## src/rtl/prog_loader.sv

```systemverilog
// prog_loader: loads the 16 x 8-bit program memory from a byte stream and gates CPU run on a good checksum
module prog_loader #(
    parameter int                DEPTH     = 16,
    parameter int                ADDR_W    = 4,
    parameter int                DATA_W    = 8,
    parameter logic [DATA_W-1:0] SYNC_BYTE = 8'hA5,
    parameter int                TIMEOUT   = 1024
) (
    input  logic              int_osc,
    input  logic              rst,
    input  logic [DATA_W-1:0] in_data,
    input  logic              in_valid,
    output logic              in_ready,
    output logic              mem_we,
    output logic [ADDR_W-1:0] mem_addr,
    output logic [DATA_W-1:0] mem_wdata,
    output logic              cpu_run,
    output logic              busy,
    output logic              load_err
);
    localparam int TMO_W = $clog2(TIMEOUT);

    typedef enum logic [2:0] {
        S_IDLE,
        S_LOAD,
        S_WRITE,
        S_CHECK,
        S_DONE,
        S_ERROR
    } state_t;

    state_t              state_q;
    logic [ADDR_W-1:0]   addr_q;
    logic [DATA_W-1:0]   csum_q;
    logic [TMO_W-1:0]    tmo_q;
    logic                in_ready_q;
    logic                mem_we_q;
    logic [ADDR_W-1:0]   mem_addr_q;
    logic [DATA_W-1:0]   mem_wdata_q;
    logic                cpu_run_q;
    logic                busy_q;
    logic                load_err_q;

    logic                xfer;
    logic                is_sync;
    logic                tmo_hit;
    logic [DATA_W-1:0]   csum_d;

    assign xfer     = in_valid & in_ready_q;
    assign is_sync  = in_data == SYNC_BYTE;
    assign tmo_hit  = tmo_q == TMO_W'(TIMEOUT - 1);
    assign csum_d   = csum_q + in_data;

    assign in_ready  = in_ready_q;
    assign mem_we    = mem_we_q;
    assign mem_addr  = mem_addr_q;
    assign mem_wdata = mem_wdata_q;
    assign cpu_run   = cpu_run_q;
    assign busy      = busy_q;
    assign load_err  = load_err_q;

    // Loader FSM; every output is registered alongside the state transition that implies it
    always_ff @(posedge int_osc) begin
        if (rst) begin
            state_q     <= S_IDLE;
            addr_q      <= '0;
            csum_q      <= '0;
            tmo_q       <= '0;
            in_ready_q  <= 1'b1;
            mem_we_q    <= 1'b0;
            mem_addr_q  <= '0;
            mem_wdata_q <= '0;
            cpu_run_q   <= 1'b0;
            busy_q      <= 1'b0;
            load_err_q  <= 1'b0;
        end else begin
            mem_we_q <= 1'b0;
            case (state_q)
                S_IDLE, S_DONE, S_ERROR: begin
                    tmo_q <= '0;
                    if (xfer && is_sync) begin
                        state_q    <= S_LOAD;
                        addr_q     <= '0;
                        csum_q     <= '0;
                        cpu_run_q  <= 1'b0;
                        load_err_q <= 1'b0;
                        busy_q     <= 1'b1;
                    end
                end
                S_LOAD: begin
                    if (xfer) begin
                        state_q     <= S_WRITE;
                        csum_q      <= csum_d;
                        tmo_q       <= '0;
                        in_ready_q  <= 1'b0;
                        mem_we_q    <= 1'b1;
                        mem_addr_q  <= addr_q;
                        mem_wdata_q <= in_data;
                    end else if (tmo_hit) begin
                        state_q    <= S_ERROR;
                        tmo_q      <= '0;
                        busy_q     <= 1'b0;
                        load_err_q <= 1'b1;
                    end else begin
                        tmo_q <= tmo_q + 1'b1;
                    end
                end
                S_WRITE: begin
                    in_ready_q <= 1'b1;
                    tmo_q      <= '0;
                    if (addr_q == ADDR_W'(DEPTH - 1)) begin
                        state_q <= S_CHECK;
                    end else begin
                        addr_q  <= addr_q + 1'b1;
                        state_q <= S_LOAD;
                    end
                end
                S_CHECK: begin
                    if (xfer) begin
                        tmo_q  <= '0;
                        busy_q <= 1'b0;
                        if (csum_d == '0) begin
                            state_q   <= S_DONE;
                            cpu_run_q <= 1'b1;
                        end else begin
                            state_q    <= S_ERROR;
                            load_err_q <= 1'b1;
                        end
                    end else if (tmo_hit) begin
                        state_q    <= S_ERROR;
                        tmo_q      <= '0;
                        busy_q     <= 1'b0;
                        load_err_q <= 1'b1;
                    end else begin
                        tmo_q <= tmo_q + 1'b1;
                    end
                end
                default: begin
                    state_q    <= S_IDLE;
                    in_ready_q <= 1'b1;
                    busy_q     <= 1'b0;
                    cpu_run_q  <= 1'b0;
                    tmo_q      <= '0;
                end
            endcase
        end
    end
endmodule

```

## config.mk

```make
export PLATFORM = sky130hd
export DESIGN_NAME = prog_loader
export DESIGN_NICKNAME = d
export VERILOG_FILES = /design/src/rtl/prog_loader.sv
export SDC_FILE = /design/constraint.sdc
export NUM_CORES = 1
export LEC_CHECK = 0
export BUFFER_PORTS_ARGS = -buffer_cell sky130_fd_sc_hd__buf_2
export CAP_MARGIN = 20
export CORE_UTILIZATION = 30
export DETAILED_ROUTE_END_ITERATION = 10
export PLACE_DENSITY = 0.48
export SYNTH_ARGS = -nofsm -noshare
export SYNTH_HDL_FRONTEND = slang
export SYNTH_SLANG_ARGS = --single-unit
```

## constraint.sdc

```tcl
create_clock -name int_osc -period 2.9 [get_ports int_osc]
set_clock_uncertainty 0.05 [all_clocks]
set_input_delay 0.29 -clock int_osc [delete_from_list [all_inputs] [get_ports int_osc]]
set_output_delay 0.29 -clock int_osc [all_outputs]
set_load 0.02 [all_outputs]
```

==> results of run 1 <==
[final cells by class]
type / count / area, um2 / share of cell area [%]
Multi-Input combinational cell: 188 / 1180 / 49.5
Sequential cell: 42 / 841 / 35.2
Clock buffer: 5 / 68.8 / 2.88
Tap cell: 77 / 96.3 / 4.03
Clock inverter: 3 / 28.8 / 1.20
Inverter: 6 / 22.5 / 0.942
Timing Repair Buffer: 29 / 150 / 6.28
[worst max-delay path: stages, from the launching register on]
cell      delay, ps
dfxtp_1         320
ha_1            220
fa_1            420
a211oi_2        270
nor2_1           90
xor2_1          170
nor3_2          280
a41oi_1         150
nor4b_1         240
[through the flow]
step	std cells	hold WS [ps]
2_1_floorplan	244	376
3_3_place_gp	342	395
3_5_place_dp	342	394
4_1_cts	350	192
5_1_grt	350	208
6_report	350	204
[state kept, by name, indices dropped and copies added (netlist names)]
name and cells:
csum_q 8, state_q 3, mem_wdata 8, busy 1, tmo_q 10, load_err 1, cpu_run 1, in_ready 1
mem_we 1, mem_addr 4, addr_q 4
[path summary, 6_finish.rpt]
kind | start | endpoint | slack (ps) | depth (start not counted)
worst max-delay path | csum_q[0] | cpu_run | 600 | 8
worst min-delay path | in_data[0] | mem_wdata[0] | 200 | 3
worst max register to register | csum_q[0] | cpu_run | 600 | 8
worst min register to register | mem_wdata[6] | mem_wdata[6] | 410 | 2
[kinds of logic after synthesis]
group	count (synthesis)	share of synthesized area [%]
DFF	42	40.4
xor gates and xnor gates	16	6.74
buffers and inverters	14	2.77
adders and majority gates	10	6.37
muxes	2	1.02
AOI/OAI and AO/OA	49	14.9
and+or+nand+nor	111	27.8
[metal layers]
layer	GRT usage, %	vias to the layer above	wire (um)
li1	-	911	-
met1	19.8	815	2360
met2	22.6	21	2180
met3	3.21	7	155
met4	5.00	0	56
met5	0	-	0
[cells in the final DEF (no fill, tap or decap), drive strengths merged, types with 2 or more instances in the layout]
cell / synthesis / final
dfxtp: 42 / 42
nand2: 36 / 36
nor2: 30 / 30
buf: 4 / 29
a21oi: 23 / 23
o21ai: 10 / 10
xor2: 9 / 9
ha: 9 / 9
inv: 6 / 8
nand3: 7 / 7
nand4: 7 / 7
xnor2: 7 / 7
nand2b: 6 / 6
a22o: 5 / 5
clkbuf: 4 / 5
nor3: 5 / 5
nand3b: 3 / 3
a211oi: 3 / 3
nor3b: 3 / 3
nor2b: 2 / 2
and2: 2 / 2
and4b: 2 / 2
a41oi: 2 / 2
and3: 2 / 2
nor4b: 2 / 2
[power breakdown]
part | total (uW) | internal, uW | switching [uW]
Sequential | 577 | 576 | 0.228
Combinational | 55.7 | 19.4 | 36.3
Clock | 411 | 180 | 231
Total | 1040 | 776 | 267
==> key figures, run 1 <==
Finish
  • Area grow syn2layout: 14.9%
  • ANT cells: 0
  • Nets: just under 300
  • Final instance area: ~2400 um2
  • Final core utilization: between 30% and 40%
  • # fillers: about 700
  • Layout cell share with drive strength beyond 1: between 10% and 20%

Clocking
  • H-Tree Depth: 2
  • CTS Root Cell: clkbuf_8
  • Clock sinks: 42
  • Worst-Skew Late Latency: around 300 ps
  • Post-CTS Hold Buffers: 0
  • CTS tree: built
  • CTS buffer count: 5
  • Post-CTS Setup Bufs: 0
  • Clock slew at reported path FFs: about 100 ps
  • CTS resizes: 0
  • Longest Clk Path Bufs: 2

Synthesis
  • Yosys warns: 0
  • Yosys cell types: 44
  • Synth top area share: approximately two fifths
  • Most instantiated library cell after synthesis: dfxtp_1
  • Syn nets: 265
  • Top cells by count, synth: dfxtp_1 (42), nand2_1 (36), nor2_1 (29), a21oi_1 (23)
  • Syn Std Cell Area: between 2000 and 2500 um2
  • Top_reg_cell synth: dfxtp_1
  • #FFs+latches synth: between 40 and 50
  • Area leader, netlist: dfxtp_1
  • Synth async-reset ratio: 0%
  • Syn Inst Count: about 240
  • Top area cells in the synthesized netlist: dfxtp_1 (40%), nand2_1 (6.5%), a21oi_1 (5.5%)
  • Number of flops mapped to enable cells by yosys: 0
  • Sequential fraction of the synthesis area: between 40% and 50%
  • Synth Area per Inst: 8.53 um2

Timing
  • Sum Neg Setup Slack: 0 ps
  • RSZ-0062 raised after global routing: false
  • Final setup violation count: 0
  • Max Slew Vio Count: 0
  • Min Tclk post-route: about 2300 ps
  • Relative slew slack: about two thirds
  • Fmax: 435 MHz
  • Final setup margin: approximately 600 ps
  • Tcrit/Tclk final: 79.2%
  • Worst-Margin Slew: 498 ps
  • Fin. Hold Viols: 0

Route
  • Via count: 1,754
  • Post-route ant nets: 0
  • Total wire length: approximately 4.8 mm
  • DR pass1 iterations: 4
  • Via/cell ratio: 5.01
  • Drc violations: 0
  • WL/cell: 13.6 um
  • Drt first-iter violations: 57

Worst setup path
  • Critical Path RT: a little over 3000 ps
  • CP Capture Type: register
  • Data arrival, critical path: between 2000 and 2500 ps
  • CP max FO: 3
  • Setup CP Type: register to register
  • Worst setup SP type: register

Die
  • Die height: about 85 um
  • Row cnt: 29
  • Die X: around 85 um
  • I/O pin cnt: 28
  • Die ar.: roughly 7300 um2
  • Core ar.: 6530 um2
  • Initial core utilization: a little under a third

GRT
  • Number of global-route vias before repair: 1,654
  • Total grt overflow: 0
  • Global-route wire length before repair: between 8 and 9 mm
  • Largest net degree at the start of global routing: 27
  • Initial antenna violation count: 0
  • Overall Global Routing Usage: 14.5%

Job
  • Max cap viols: 0

Place
  • Final Wtd Congestion: between 0.7 and 0.8
  • Post-DP HPWL: approximately 3.5 mm
  • Placed instance area: 2290 um2
  • Pre-CTS setup slack: between 500 and 600 ps
  • Port Buffer Count: 27

Pwr
  • Total power: 1040 uW
  • Pwr dens: between 400 and 500 nW/um2
  • VDD IR max: between 0.15 and 0.2 mV
  • Static Leakage: 0.000922 uW

Hold path
  • Worst hold path type: input pin to register

Run status
  • Status: completed
No activity file was read; power rests on OpenSTA's default activity.
==> run 2: changes to the inputs <==
ABC_AREA = 1   (was not set)
PLACE_DENSITY = 0.5   (was 0.48)
clock period = 2.07 ns   (was 2.9 ns; I/O delays follow)
==> run 2 against run 1 <==
Compared with the run above:
- cell count increased by 23%
- highest routed layer unchanged
- critical path type unchanged
- area after synthesis increased by 5.4%
- clock power increased by 27%
- clock-buffer cell count increased by 1
- setup slack got worse by 440 ps
==> key figures, run 2 <==
Finish
  • Final instance area: 2530 um2 (+5.8%)
  • ANT cells: 0 (unchanged)
  • Commonest non-fill, non-tap cell in the layout: nand2_1
  • # fillers: 764 (+12%)
  • Layout cell share with drive strength beyond 1: 20.3% (+3.1 points)
  • Nets: 356 (+22%)
  • Most frequent cells in the layout: nand2_1 (63), dfxtp_1 (42), nor2_1 (36)
  • Area grow syn2layout: 15.2%
  • Largest Register: tmo_q
  • Max FFs per register: 10 (unchanged)

Synthesis
  • Syn Inst Count: 304 (+25%)
  • Yosys cell types: 38 (-14%)
  • Sequential fraction of the synthesis area: 38.3% (-2.1 points)
  • Top_reg_cell synth: dfxtp_1
  • Top area cells in the synthesized netlist: dfxtp_1 (38%), nand2_1 (11%), nor2_1 (6.3%)
  • Syn Std Cell Area: 2190 um2 (+5.4%)
  • Area leader, netlist: dfxtp_1
  • Most instantiated library cell after synthesis: nand2_1
  • Synth Area per Inst: 7.21 um2 (-15%)
  • Yosys warns: 0 (unchanged)
  • Syn nets: 325 (+23%)
  • Synth top area share: 38.3% (-2.1 points)
  • Number of flops mapped to enable cells by yosys: 0 (unchanged)
  • Synth async-reset ratio: 0% (unchanged)
  • Top cells by count, synth: nand2_1 (63), dfxtp_1 (42), nor2_1 (37), inv_1 (29), nand3_1 (26)
  • #FFs+latches synth: 42 (unchanged)

Die
  • Die X: 87.5 um (+2.6%)
  • Core ar.: 6940 um2 (+6.3%)
  • Row cnt: 30 (+3.4%)
  • Die ar.: 7660 um2 (+5.3%)
  • Die height: 87.5 um (+2.6%)
  • Initial core utilization: 31.6% (-0.27 points)
  • I/O pin cnt: 28 (unchanged)

Place
  • Placed instance area: 2440 um2 (+6.4%)
  • Post-DP HPWL: 3.87 mm (+11%)
  • Final Wtd Congestion: 0.796 (+0.81%)
  • Port Buffer Count: 27 (unchanged)

GRT
  • Overall Global Routing Usage: 15.1% (+0.55 points)
  • Global-route wire length before repair: 8.88 mm (+7.7%)
  • Number of global-route vias before repair: 1,834 (+11%)
  • Largest net degree at the start of global routing: 18 (-33%)
  • Initial antenna violation count: 0 (unchanged)
  • Total grt overflow: 0 (unchanged)

Worst setup path
  • Worst r2r src: csum_q[0]
  • Worst R2R End: load_err
  • CP Buf/Inv Count: 1 (+1)
  • Top delay family on crit path: adder cells
  • Data arrival, critical path: 2050 ps (-410 ps)
  • Reg2reg path depth: 10 (+2)
  • R2r setup slk: 160 ps (-440 ps)
  • Max stage delay on crit path: 430 ps (about the same)
  • Worst-path cell chain: ha_2 > fa_2 > inv_1 > nand3_1 > nor2_1 > nand3_1 > nor2_2 > nand3_1 > a21oi_1 > nor2_1
  • CP Capture Type: register
  • Crit-path most repeated cell: nand3_1
  • CP max FO: 3 (unchanged)
  • Critical Path RT: 2210 ps (-850 ps)
  • Slowest CP cell: fa_2
  • Worst setup SP type: register
  • Setup CP Type: register to register

Route
  • Drt first-iter violations: 103 (+81%)
  • WL/cell: 12.0 um (-12%)
  • Total wire length: 5.16 mm (+8.5%)
  • Via count: 2,005 (+14%)
  • Via/cell ratio: 4.65 (-7.2%)
  • DR pass1 iterations: 4 (unchanged)
  • Drc violations: 0 (unchanged)
  • Post-route ant nets: 0 (unchanged)

Clocking
  • CTS buffer count: 5 (unchanged)
  • CTS Root Cell: clkbuf_8
  • Longest Clk Path Bufs: 2 (unchanged)
  • Clock slew at reported path FFs: 80 ps (-20 ps)
  • Worst-Skew Late Latency: 300 ps (about the same)
  • CTS tree: built
  • Post-CTS Hold Buffers: 0 (unchanged)
  • H-Tree Depth: 2 (unchanged)
  • Clock sinks: 42 (unchanged)

Hold path
  • Worst hold path type: input pin to register
  • Hold wc startpoint: in_data[2]
  • Worst hold path depth: 3 (unchanged)
  • Worst Hold End: mem_wdata[2]

Timing
  • Final setup violation count: 0 (unchanged)
  • Fmax: 524 MHz (+20%)
  • Tcrit/Tclk final: 92.3% (+13 points)
  • Relative slew slack: 73.9% (+7.1 points)
  • Worst-Margin Slew: 389 ps (-109 ps)
  • Min Tclk post-route: 1910 ps (-388 ps)
  • Max Slew Vio Count: 0 (unchanged)
  • Fin. Hold Viols: 0 (unchanged)
  • RSZ-0062 raised after global routing: false
  • Sum Neg Setup Slack: 0 ps (unchanged)

Pwr
  • Static Leakage: 0.00111 uW (+20%)
  • VDD IR max: 0.372 mV (+110%)
  • Pwr dens: 803 nW/um2 (+84%)

Run status
  • Status: completed

Job
  • Max cap viols: 0 (unchanged)
run 2: worst max-delay path by stage:
stage	slack, ps	depth (start not counted)	endpoint	startpoint
after floorplan	260	12	load_err	csum_q[0]
after global placement	100	15	state_q[0]	in_data[0]
after detailed placement	70	15	state_q[0]	in_data[0]
after CTS	120	14	state_q[0]	csum_q[0]
after global routing	20	10	load_err	csum_q[0]
final	160	10	load_err	csum_q[0]
run 2: worst reg2reg max path, stage by stage, from the launching register on:
cell and delay [ps]:
dfxtp_1 340, ha_2 200, fa_2 430, inv_1 80
nand3_1 80, nor2_1 110, nand3_1 100, nor2_2 110
nand3_1 100, a21oi_1 140, nor2_1 60
run 2: logic make-up (layout without fill, tap and decap cells):
logic type                 count (synthesis)  in the layout  share of synthesized area (%)
DFF                                       42             42                           38.3
adders and majority gates                 10             10                           6.05
buffers and inverters                     43             74                           7.70
AOI/OAI and AO/OA                         47             47                           11.2
xor gates and xnor gates                   3              3                           1.20
and+or+nand+nor                          159            159                           35.5
run 2: per-stage QoR:
step                      total power, uW  setup WS (ps)  utilization, %  cells  hold WS, ps
after floorplan                      1360            265               -    304          292
after global placement               1530           97.3            35.1    424          385
after detailed placement             1530           67.5            35.1    424          390
after CTS                            2050            120            36.3    431          142
after global routing                 2180           21.0            36.4    431          142
final                                2030            160            36.4    431          144
run 2: final cells by class:
type / instances / area [um2] / share of cell area (%)
Multi-Input combinational cell: 219 / 1190 / 47.1
Sequential cell: 42 / 841 / 33.3
Timing Repair Buffer: 29 / 150 / 5.94
Inverter: 38 / 145 / 5.74
Tap cell: 96 / 120 / 4.75
Clock buffer: 6 / 72.6 / 2.87
Clock inverter: 1 / 7.51 / 0.297
run 2: metal layers:
metal  track usage (%)  part of all wire (%)
met1              20.6                    50
met3              3.22                   3.9
met2              23.9                    45
met5                 0                     0
met4              4.32                  0.70
run 2: timing repair:
action | 4_1_cts | 5_1_grt
gates resized for setup | 0 | 3
setup buffers | 0 | 0
endpoints found under the setup margin | 0 | 3
endpoints found under the hold margin | 0 | 0
run 2: where the power goes:
group / total [uW] / switching, uW / internal (uW)
combinational: 582 / 395 / 187
clock: 521 / 289 / 232
sequential: 927 / 47.1 / 880
